[src/rtl/ssram_stream_reader.sv]
// Read-side sequencer for one port of a 512 x 32 dual-port SSRAM.
// Issues a block of consecutive reads, absorbs the RAM's one-cycle
// registered read latency through a small FIFO, and presents the words
// as a valid/ready stream in address order.
module ssram_stream_reader #(
    parameter int ADDRESS_WIDTH = 9,
    parameter int DATA_WIDTH    = 32,
    parameter int FIFO_DEPTH    = 4
) (
    input  logic                     clock,
    input  logic                     nReset,
    input  logic                     start,
    input  logic [ADDRESS_WIDTH-1:0] startAddress,
    input  logic [ADDRESS_WIDTH:0]   wordCount,
    input  logic                     abort,
    output logic [ADDRESS_WIDTH-1:0] memAddress,
    input  logic [DATA_WIDTH-1:0]    memDataIn,
    output logic [DATA_WIDTH-1:0]    dataOut,
    output logic                     dataValid,
    input  logic                     dataReady,
    output logic                     busy,
    output logic                     done
);

    localparam int PTR_W = $clog2(FIFO_DEPTH);
    localparam int CNT_W = PTR_W + 1;
    localparam logic [CNT_W-1:0]       DEPTH_C = CNT_W'(FIFO_DEPTH);
    localparam logic [ADDRESS_WIDTH:0] REM_ONE = (ADDRESS_WIDTH + 1)'(1);

    typedef enum logic [1:0] {
        ST_IDLE,
        ST_READ,
        ST_DRAIN,
        ST_FINISH
    } state_t;

    state_t                   state_q, state_d;
    logic [ADDRESS_WIDTH-1:0] mem_address_q, mem_address_d;
    logic [ADDRESS_WIDTH:0]   remaining_q, remaining_d;
    logic                     in_flight_q, in_flight_d;
    logic [DATA_WIDTH-1:0]    fifo_q [FIFO_DEPTH];
    logic [DATA_WIDTH-1:0]    fifo_d [FIFO_DEPTH];
    logic [PTR_W-1:0]         wr_ptr_q, wr_ptr_d;
    logic [PTR_W-1:0]         rd_ptr_q, rd_ptr_d;
    logic [CNT_W-1:0]         count_q, count_d;
    logic                     data_valid_q, data_valid_d;
    logic                     busy_q, busy_d;
    logic                     done_q, done_d;

    logic                     issue;
    logic                     push;
    logic                     pop;
    logic                     flush;
    logic [CNT_W-1:0]         fill;

    // Decode this cycle's handshake, RAM return, cancel and read-issue events.
    always_comb begin
        pop   = data_valid_q && dataReady;
        push  = in_flight_q;
        flush = abort && (state_q == ST_READ || state_q == ST_DRAIN);
        // Words already buffered plus the one still coming back from the RAM
        // must leave room for the word this read will return.
        fill  = count_q + CNT_W'(in_flight_q);
        issue = (state_q == ST_READ) && !abort && (fill < DEPTH_C);
    end

    // Next-state logic for the sequencer, the FIFO and the registered outputs.
    always_comb begin
        // NOTE: every variable gets a default first so no path leaves it
        // unassigned; a missing default here would infer a latch.
        state_d       = state_q;
        mem_address_d = mem_address_q;
        remaining_d   = remaining_q;
        in_flight_d   = issue;
        fifo_d        = fifo_q;
        wr_ptr_d      = wr_ptr_q;
        rd_ptr_d      = rd_ptr_q;
        count_d       = count_q;

        if (flush) begin
            // Cancel: drop buffered words and the word still in the RAM pipe.
            wr_ptr_d    = '0;
            rd_ptr_d    = '0;
            count_d     = '0;
            in_flight_d = 1'b0;
            state_d     = ST_IDLE;
        end else begin
            if (push) begin
                fifo_d[wr_ptr_q] = memDataIn;
                wr_ptr_d         = wr_ptr_q + 1'b1;
            end
            if (pop) begin
                rd_ptr_d = rd_ptr_q + 1'b1;
            end
            case ({push, pop})
                2'b10:   count_d = count_q + 1'b1;
                2'b01:   count_d = count_q - 1'b1;
                default: count_d = count_q;
            endcase

            case (state_q)
                ST_IDLE: begin
                    if (start) begin
                        if (wordCount == '0) begin
                            state_d = ST_FINISH;
                        end else begin
                            mem_address_d = startAddress;
                            remaining_d   = wordCount;
                            state_d       = ST_READ;
                        end
                    end
                end
                ST_READ: begin
                    if (issue) begin
                        // Address wraps naturally from the top word to 0.
                        mem_address_d = mem_address_q + 1'b1;
                        remaining_d   = remaining_q - 1'b1;
                        if (remaining_q == REM_ONE) begin
                            state_d = ST_DRAIN;
                        end
                    end
                end
                ST_DRAIN: begin
                    // Finish on the edge that hands over the last word so
                    // done appears in the very next cycle.
                    if (!in_flight_q && count_d == '0) begin
                        state_d = ST_FINISH;
                    end
                end
                ST_FINISH: begin
                    state_d = ST_IDLE;
                end
                default: begin
                    state_d = ST_IDLE;
                end
            endcase
        end

        data_valid_d = (count_d != '0);
        busy_d       = (state_d != ST_IDLE);
        done_d       = (state_d == ST_FINISH);
    end

    // State and datapath registers with asynchronous active-low reset.
    always_ff @(posedge clock or negedge nReset) begin
        // NOTE: sequential state uses non-blocking assignments so every flop
        // samples the pre-edge values regardless of statement order.
        if (!nReset) begin
            state_q       <= ST_IDLE;
            mem_address_q <= '0;
            remaining_q   <= '0;
            in_flight_q   <= 1'b0;
            // NOTE: the FIFO storage is reset as well because its head drives
            // dataOut, which must read 0 out of reset; it is only a few words.
            fifo_q        <= '{default: '0};
            wr_ptr_q      <= '0;
            rd_ptr_q      <= '0;
            count_q       <= '0;
            data_valid_q  <= 1'b0;
            busy_q        <= 1'b0;
            done_q        <= 1'b0;
        end else begin
            state_q       <= state_d;
            mem_address_q <= mem_address_d;
            remaining_q   <= remaining_d;
            in_flight_q   <= in_flight_d;
            fifo_q        <= fifo_d;
            wr_ptr_q      <= wr_ptr_d;
            rd_ptr_q      <= rd_ptr_d;
            count_q       <= count_d;
            data_valid_q  <= data_valid_d;
            busy_q        <= busy_d;
            done_q        <= done_d;
        end
    end

    assign memAddress = mem_address_q;
    assign dataOut    = fifo_q[rd_ptr_q];
    assign dataValid  = data_valid_q;
    assign busy       = busy_q;
    assign done       = done_q;

endmodule

[config.mk]
export PLATFORM = sky130hd
export DESIGN_NAME = ssram_stream_reader
export DESIGN_NICKNAME = d
export VERILOG_FILES = /design/src/rtl/ssram_stream_reader.sv
export SDC_FILE = /design/constraint.sdc
export NUM_CORES = 1
export LEC_CHECK = 0
export CORE_MARGIN = 2
export CORE_UTILIZATION = 50
export CTS_BUF_LIST = sky130_fd_sc_hd__clkbuf_16
export CTS_CLUSTER_SIZE = 14
export DETAILED_ROUTE_END_ITERATION = 8
export GPL_TIMING_DRIVEN = 0
export PLACE_DENSITY_LB_ADDON = 0.08
export SYNTH_ARGS = -nofsm -noshare
export SYNTH_HDL_FRONTEND = slang
export SYNTH_SLANG_ARGS = --single-unit
[constraint.sdc]
create_clock -name clock -period 2.4 [get_ports clock]
set_input_delay 0.24 -clock clock [delete_from_list [all_inputs] [get_ports clock]]
set_output_delay 0.24 -clock clock [all_outputs]
set_load 0.02 [all_outputs]
==> metrics, run 1 <==
yosys warns 0; sequential element share of the synthesized area 0.521; htree depth 4; Residual DRC 0; share of the synthesized area in the top cell type 0.521; power density cells 1330 nW/um^2; Pre-antenna DRT Iters 4; PortBufs 99; crit start category flop; Die X 128 um; Hold Vio Cnt, Final 0; initial antenna violation count 0; total CTS buffers 17; Mapped Avg Cell Area 14.0 um^2; Gate Count Post-Synth 549; final worst slack 0.0563 ns; Setup CP Type reg2out; All-Layer GR Usage 0.214; WP data required 2.16 ns; cells along the critical path buf_4 > mux4_2 > clkdlybuf4s50_1; Tightest Pin Transition 0.626 ns; leak pwr 0.00438 uW; Floorplan Core Area 15100 um^2; clk_lat worst skew 0.42 ns; Main synth FF type dfrtp_1; Cell Area, Synth 7690 um^2; Total Wirelength 16100 um; full die area 16400 um^2; M1 WL 7190 um; Worst Reg2Reg Path Length in Cells 7; antenna diode count 0; Place WS -0.464 ns; met2 routed WL 7860 um; clock root cell clkbuf_16; DRT iter0 DRCs 205; Pwr Total 12700 uW; vias in the first global route 5208; GPL Wtd Cong 0.873; fillcell total 1171; synth unique cells 53; routed vias/inst 5.74; CP Capture Type output pin; number of I/O pins 100; Setup Viol. Count Final 0; area leader, netlist dfrtp_1; Worst Setup SP rd_ptr_q[0]$_DFFE_PN0P_; WL/cell 18.6 um; fin nets 739; Post-DRT Antenna Nets 0; Setup TNS 0 ns; Final Cycle Share 0.977; run status completed; ranking of synthesized cells by area dfrtp_1 52%, mux2_2 19%, mux4_2 9.4%; Post-synth top cells 160 x dfrtp_1, 128 x mux2_2, 32 x mux4_2, 24 x nand2_1, 24 x nor2_1; FFs w/ async S/R, synth 1.00; share of layout cells above drive strength 1 0.337; Max-slew headroom 0.579; number of synthesized flops with an enable pin 0; Reg clk slew, reported paths 0.06 ns; clock skew 0.0101 ns; Post-Layout Cell Count 867; post-route core utilization 0.633; CTS tree yes; VDD IR max 0.000676 V; die height 128 um; Row Count 45; Max-Cap Viols 0; clk buf depth 2; WL met3 855 um; Layout area overhead 24.2%; largest net degree at the start of global routing 101; Max Transition Viols Final 0; Worst Path Arrival 2.10 ns; Max Fclk 427 MHz; Yosys reg bits 160; max incr delay on CP 0.58 ns; first-pass GRT wire length 27000 um; Placed Cells 837; routed via count 4973; initial core utilization 0.509; worst r2r src dataValid$_DFF_PN0_; Tmin final 2.34 ns; r2r setup slk 0.12 ns; Max Used Layer met4; CP Max Fanout 5; RSZ-0062 raised after global routing false; HPWL after DPL 10800 um; net count after synthesis 619; CTS sink count 160; Crit-path slowest cell clkdlybuf4s50_1; min-delay worst type in2async; worst r2r dst done$_DFF_PN0_; GRT overflow 0; count leader, synth dfrtp_1
final cells by class:
| class | count | area (um^2) | area share |
|---|---|---|---|
| repair buffers | 103 | 1030 | 0.107 |
| plain buffers | 29 | 190 | 0.0199 |
| clock buffers | 17 | 425 | 0.0446 |
| flip-flops and latches | 160 | 4010 | 0.420 |
| multi-input cells | 346 | 3510 | 0.368 |
| inverters | 12 | 45.0 | 0.00472 |
| clock inverters | 12 | 106 | 0.0111 |
| well taps | 188 | 235 | 0.0246 |
registers in the layout, summed over array words and instances (netlist names):
register / flops
rd_ptr_q: 2
state_q: 2
busy: 1
memAddress: 9
done: 1
remaining_q: 10
fifo_q: 128
count_q: 3
in_flight_q: 1
wr_ptr_q: 2
dataValid: 1
power breakdown:
part           internal (uW)  total (uW)  switching, uW  leakage, uW
Clock                   1490        2500           1020     0.000278
Sequential              3850        4600            749      0.00205
Combinational           2940        5630           2690      0.00205
kinds of logic (layout without fill, tap and decap cells):
group / count (synthesis) / after routing / share of synthesized area
compound gates: 53 / 53 / 0.0529
xor+xnor: 6 / 6 / 0.00977
mux: 166 / 166 / 0.289
simple gates: 107 / 107 / 0.0776
fa+ha+maj: 14 / 14 / 0.0238
buf+inv: 43 / 173 / 0.0260
flops: 160 / 160 / 0.521
critical path: cells and delay by family, from the launching register on:
family	cells	cell delay, ns
flip-flops	1	0.45
buffers and inverters	2	0.75
multiplexers	1	0.49
routing by layer:
metal	up-vias	track usage
met1	2542	0.283
met3	14	0.0559
met5	-	0
li1	2287	-
met2	130	0.346
met4	0	0.0724
cells in the final DEF, fill, tap and decap left out, types with 2 or more instances in the layout:
master and instances:
dlygate4sd2_1 25, mux2_2 128, o22ai_1 3, buf_2 16
clkdlybuf4s50_1 68, inv_1 16, dlymetal6s2s_1 5, nand3_1 18
dfrtp_1 159, mux4_2 32, a31o_1 2, nor4_1 5
bufinv_16 2, nor4_4 2, a31oi_1 2, or4_1 3
nor2b_1 4, clkinv_1 2, ha_1 13, buf_6 5
a211o_1 8, and3_1 3, nor3_1 7, and2_1 3
clkinv_2 3, nand4_1 2, nor4b_1 3, a32oi_1 3
a21oi_1 8, buf_4 4, o21ai_0 13, clkbuf_1 4
o32ai_1 2, clkbuf_16 17, clkbuf_8 2, nand2_1 24
mux2i_1 6, xnor2_1 3, nor2_1 24, o2111ai_1 3
what timing repair did:
action / CTS / global route
pin swaps: 1 / 0
setup endpoints to repair: 35 / 5
gates resized for setup: 44 / 5
hold buffers: 1 / 0
endpoints found under the hold margin: 60 / 0
buffers inserted: 2 / 0
per-stage QoR:
stage          hold slack [ns]  area, um^2
3_5_place_dp             0.265        8940
2_1_floorplan          -0.0556        7690
6_report                 0.370        9550
5_1_grt                  0.417        9550
4_1_cts                  0.396        9530
3_3_place_gp             0.481        8910
how the worst max path moves through the flow:
stage,end,slack (ns),cells after the start
6_report,dataOut[31],0.06,3
5_1_grt,dataOut[31],0.007,3
4_1_cts,dataOut[13],0.003,3
3_5_place_dp,done$_DFF_PN0_,-0.46,9
3_3_place_gp,fifo_q[25]$_DFFE_PN0P_,-5.20,1
2_1_floorplan,done$_DFF_PN0_,0.005,8
Note: power is estimated with default switching activity, not from simulation.
==> inputs of run 2 (changes only) <==
--- a/config.mk
+++ b/config.mk
@@ -8,9 +8,9 @@
 export CORE_MARGIN = 2
 export CORE_UTILIZATION = 50
 export CTS_BUF_LIST = sky130_fd_sc_hd__clkbuf_16
+export CTS_CLUSTER_DIAMETER = 60
 export CTS_CLUSTER_SIZE = 14
 export DETAILED_ROUTE_END_ITERATION = 8
-export GPL_TIMING_DRIVEN = 0
 export PLACE_DENSITY_LB_ADDON = 0.08
 export SYNTH_ARGS = -nofsm -noshare
 export SYNTH_HDL_FRONTEND = slang
==> metrics, run 2 (synthesized netlist as in run 1, its figures left out) <==
Total Wirelength 16200 um; initial core utilization 0.509; clock root cell clkbuf_16; clock skew 0.0141 ns; CP Max Fanout 15; Layout area overhead 27.1%; Setup TNS 0 ns; WP data required 2.16 ns; clk buf depth 2; run status completed; initial antenna violation count 0; CTS sink count 160; Pwr Total 13300 uW; Post-DRT Antenna Nets 0; Tmin final 2.33 ns; cells along the critical path buf_12 > mux4_2 > clkdlybuf4s50_1; All-Layer GR Usage 0.212; PortBufs 99; WL/cell 18.7 um; Max Transition Viols Final 0; Die X 128 um; clk_lat worst skew 0.42 ns; die height 128 um; number of I/O pins 100; Reg with most FFs fifo_q; first-pass GRT wire length 26900 um; VDD IR max 0.000763 V; Residual DRC 0; post-route core utilization 0.648; leak pwr 0.00449 uW; fin nets 734; most common cell after layout, fill and taps aside dfrtp_1; full die area 16400 um^2; Max-Cap Viols 0; GPL Wtd Cong 0.832; total CTS buffers 17; Placed Cells 831; r2r setup slk 0.14 ns; Buf+Inv Stages, Crit Path 2; worst hold margin 0.276 ns; crit start category flop; htree depth 4; largest net degree at the start of global routing 70; Hold Vio Cnt, Final 0; fillcell total 1138; antenna diode count 0; Pre-antenna DRT Iters 4; Setup CP Type reg2out; commonest non-fill, non-tap cells in the layout 158 x dfrtp_1, 128 x mux2_2, 73 x clkdlybuf4s50_1; Max Fclk 429 MHz; Post-Layout Cell Count 865; Crit-path slowest cell clkdlybuf4s50_1; Final Cycle Share 0.972; worst r2r dst memAddress[3]$_DFFE_PN0P_; vias in the first global route 5272; HPWL after DPL 10700 um; Setup Viol. Count Final 0; CP top delay family buffers and inverters; CTS tree yes; Row Count 45; share of layout cells above drive strength 1 0.353; worst r2r src state_q[0]$_DFF_PN0_; min-delay worst type in2async; power density cells 1360 nW/um^2; CP Capture Type output pin; max incr delay on CP 0.55 ns; Max-slew headroom 0.667; GRT overflow 0; routed via count 4952; Worst Reg2Reg Path Length in Cells 8; Tightest Pin Transition 0.495 ns; Floorplan Core Area 15100 um^2; DRT iter0 DRCs 226; RSZ-0062 raised after global routing false; Worst Path Arrival 2.09 ns; Reg clk slew, reported paths 0.06 ns; max reg flops 128; routed vias/inst 5.72
## run 2: worst register-to-register path, stage by stage, from the launching register on
cell	delay, ns
dfrtp_1	0.41
inv_1	0.12
ha_1	0.35
nor2b_1	0.23
o2bb2ai_4	0.19
o211ai_4	0.22
buf_12	0.23
nor4_1	0.30
a211o_1	0.15
## run 2: stage by stage
stage	cell area [um^2]	setup WS (ns)
finish	9770	0.0676
global route	9770	0.00355
CTS	9720	0.00177
detailed placement	9100	-0.302
global placement	9100	-0.243
floorplan	7690	0.00507
## run 2: worst max-delay path by stage
stage                                end                     from  depth (start not counted)  slack [ns]
final                        dataOut[10]  rd_ptr_q[0]$_DFFE_PN0P_                          3        0.07
after global routing          dataOut[4]  rd_ptr_q[0]$_DFFE_PN0P_                          3       0.004
after CTS                     dataOut[3]  rd_ptr_q[0]$_DFFE_PN0P_                          3       0.002
after detailed placement  done$_DFF_PN0_                dataReady                          9       -0.30
after global placement    done$_DFF_PN0_                dataReady                          9       -0.24
after floorplan           done$_DFF_PN0_      dataValid$_DFF_PN0_                          8       0.005
## run 2: timing repair
action,4_1_cts,5_1_grt
gates resized for setup,16,12
setup endpoints to repair,18,16
endpoints found under the hold margin,31,0
hold buffers,1,0
buffers inserted,0,1
pin swaps,0,1
## run 2: where the power goes
| group | total, uW | internal, uW | switching, uW |
|---|---|---|---|
| Clock | 2830 | 1740 | 1100 |
| Sequential | 4610 | 3850 | 765 |
| Combinational | 5820 | 3120 | 2700 |
## run 2: layout make-up
type                    instances  area (um^2)  share of cell area
inverters                      12         45.0             0.00461
clock buffers                  17          425              0.0435
multi-input cells             346         3530               0.361
clock inverters                15          195              0.0200
repair buffers                127         1340               0.137
flip-flops and latches        160         4010               0.410
well taps                     188          235              0.0241
## run 2: routing by layer
metal	wire, um	share of wire	vias to the layer above	track usage
li1	-	-	2278	-
met1	7420	0.46	2546	0.289
met2	7960	0.49	114	0.340
met3	667	0.041	14	0.0555
met4	173	0.011	0	0.0562
met5	0	0	-	0
==> inputs of run 3 (changes only) <==
--- a/config.mk
+++ b/config.mk
@@ -5,6 +5,7 @@
 export SDC_FILE = /design/constraint.sdc
 export NUM_CORES = 1
 export LEC_CHECK = 0
+export ABC_AREA = 1
 export CORE_MARGIN = 2
 export CORE_UTILIZATION = 50
 export CTS_BUF_LIST = sky130_fd_sc_hd__clkbuf_16
==> metrics, run 3 <==
run status completed; Psw 5120 uW; synth unique cells 32; Residual DRC 0; number of synthesized flops with an enable pin 0; Max-Cap Viols 0; yosys warns 0; RSZ-0062 raised after global routing false; Cell Area, Synth 7590 um^2; CP Capture Type output pin; power density cells 1350 nW/um^2; Final Cycle Share 0.948; CP Max Fanout 34; Hold Vio Cnt, Final 0; leak pwr 0.00488 uW; min-delay worst type in2async; WL/cell 14.6 um; Setup Viol. Count Final 0; Reg clk slew, reported paths 0.06 ns; Setup TNS 0 ns; GRT overflow 0; Yosys reg bits 160; share of the synthesized area in the top cell type 0.527; largest net degree at the start of global routing 65; Multi-input gate area 3090 um^2; Reg area 4010 um^2; share of layout cells above drive strength 1 0.0661; first-pass GRT wire length 30000 um; VDD IR max 0.000648 V; full die area 16200 um^2; area leader, netlist dfrtp_1; Die X 127 um; Post-DRT Antenna Nets 0; Row Count 45; PortBufs 99; Layout area overhead 24.8%; initial antenna violation count 0; htree depth 4; GPL Wtd Cong 0.811; HPWL after DPL 11100 um; crit start category flop; clk buf depth 2; cell internal pwr 7630 uW; Pwr Total 12800 uW; number of I/O pins 100; most common cell after layout, fill and taps aside nand2_1; Pre-antenna DRT Iters 5; die height 127 um; fin nets 1087; Tmin final 2.28 ns; vias in the first global route 6114; routed via count 6421; net count after synthesis 999; sw frac 0.402; Setup CP Type reg2out; CTS tree yes; routed vias/inst 5.28; Max Fclk 440 MHz; Mapped Avg Cell Area 8.18 um^2; sequential element share of the synthesized area 0.527; clock root cell clkbuf_16; Tightest Pin Transition 0.641 ns; Max-slew headroom 0.572; Post-CTS Setup Bufs 0; Total Wirelength 17800 um; Worst Path Arrival 2.04 ns; Gate Count Post-Synth 929; clock share of power 0.211; Reg with most FFs fifo_q; Max Transition Viols Final 0; DRT iter0 DRCs 367; Seq pwr share 0.337; FFs w/ async S/R, synth 1.00; WP data required 2.16 ns; commonest non-fill, non-tap cells in the layout 237 x nand2_1, 191 x o21ai_0, 159 x dfrtp_1; max reg flops 128; Comb pwr share 0.452; fillcell total 1316; clock skew 0.0109 ns; Post-synth top cells 237 x nand2_1, 191 x o21ai_0, 160 x dfrtp_1, 93 x nor2_1, 66 x inv_1; initial core utilization 0.505; ranking of synthesized cells by area dfrtp_1 53%, o21ai_0 13%, nand2_1 12%; Main synth FF type dfrtp_1; total CTS buffers 17; antenna diode count 0; All-Layer GR Usage 0.231; count leader, synth nand2_1; clk_lat worst skew 0.42 ns; CTS sink count 160; Floorplan Core Area 15000 um^2
==> run 3: kinds of logic (layout without fill, tap and decap cells) <==
group,after synthesis,count (layout),share of synthesized area
AOI/OAI and AO/OA,258,258,0.178
xor gates and xnor gates,1,1,0.00115
adders and majority gates,14,14,0.0241
buffers and inverters,120,219,0.0672
DFF,160,160,0.527
and+or+nand+nor,376,377,0.203
==> run 3: area by class of cell <==
type	instances	share of cell area
inverters	69	0.0280
repair buffers	119	0.138
multi-input cells	650	0.326
clock buffers	17	0.0449
flip-flops and latches	160	0.422
clock inverters	14	0.0158
well taps	188	0.0248
==> run 3: path summary, 6_finish.rpt <==
path / slack (ns) / start / cells after the start / endpoint
max: 0.12 / rd_ptr_q[1]$_DFFE_PN0P_ / 4 / dataOut[3]
min: 0.35 / nReset / 2 / fifo_q[107]$_DFFE_PN0P_
max reg2reg: 0.36 / in_flight_q$_DFF_PN0_ / 12 / done$_DFF_PN0_
min reg2reg: 0.48 / fifo_q[41]$_DFFE_PN0P_ / 2 / fifo_q[41]$_DFFE_PN0P_
max in group asynchronous: 1.28 / nReset / 3 / fifo_q[112]$_DFFE_PN0P_
min in group clock: 0.42 / memDataIn[28] / 3 / fifo_q[60]$_DFFE_PN0P_
==> run 3: repair_timing <==
action	in CTS	in global routing
endpoints found under the hold margin	49	0
resized for setup	7	31
pin swaps	0	1
hold buffers	1	0
endpoints found under the setup margin	32	31
gates cloned	0	1
==> run 3: metrics by stage <==
step           instances  utilization  setup WS (ns)  cell area [um^2]  hold slack [ns]
2_1_floorplan        929            -          0.523              7590          -0.0556
3_3_place_gp        1184        0.585          0.244              8790            0.233
3_5_place_dp        1184        0.585          0.191              8790            0.234
4_1_cts             1216        0.625         0.0121              9390            0.366
5_1_grt             1217        0.631         0.0133              9480            0.387
6_report            1217        0.631          0.125              9480            0.351
==> run 3: metal layers <==
metal / track usage / routed length (um) / vias to the layer above
met5: 0 / 0 / -
met4: 0.0569 / 91 / 0
met3: 0.0582 / 831 / 7
met2: 0.366 / 8220 / 152
met1: 0.323 / 8630 / 3041
li1: - / - / 3221
==> run 3: worst max-delay path, cell delays in order (launching register included) <==
cell             delay, ns
dfrtp_1               0.41
buf_8                 0.27
o21ai_0               0.14
o22ai_1               0.18
clkdlybuf4s50_1       0.63
==> run 3: power groups by stage <==
stage	combinational (uW)	clock, uW	sequential (uW)
6_report	5760	2700	4300
5_1_grt	6470	2860	4430
4_1_cts	5850	2740	4290
3_5_place_dp	5830	0	4310
3_3_place_gp	5740	0	4290
2_1_floorplan	3730	0	4290
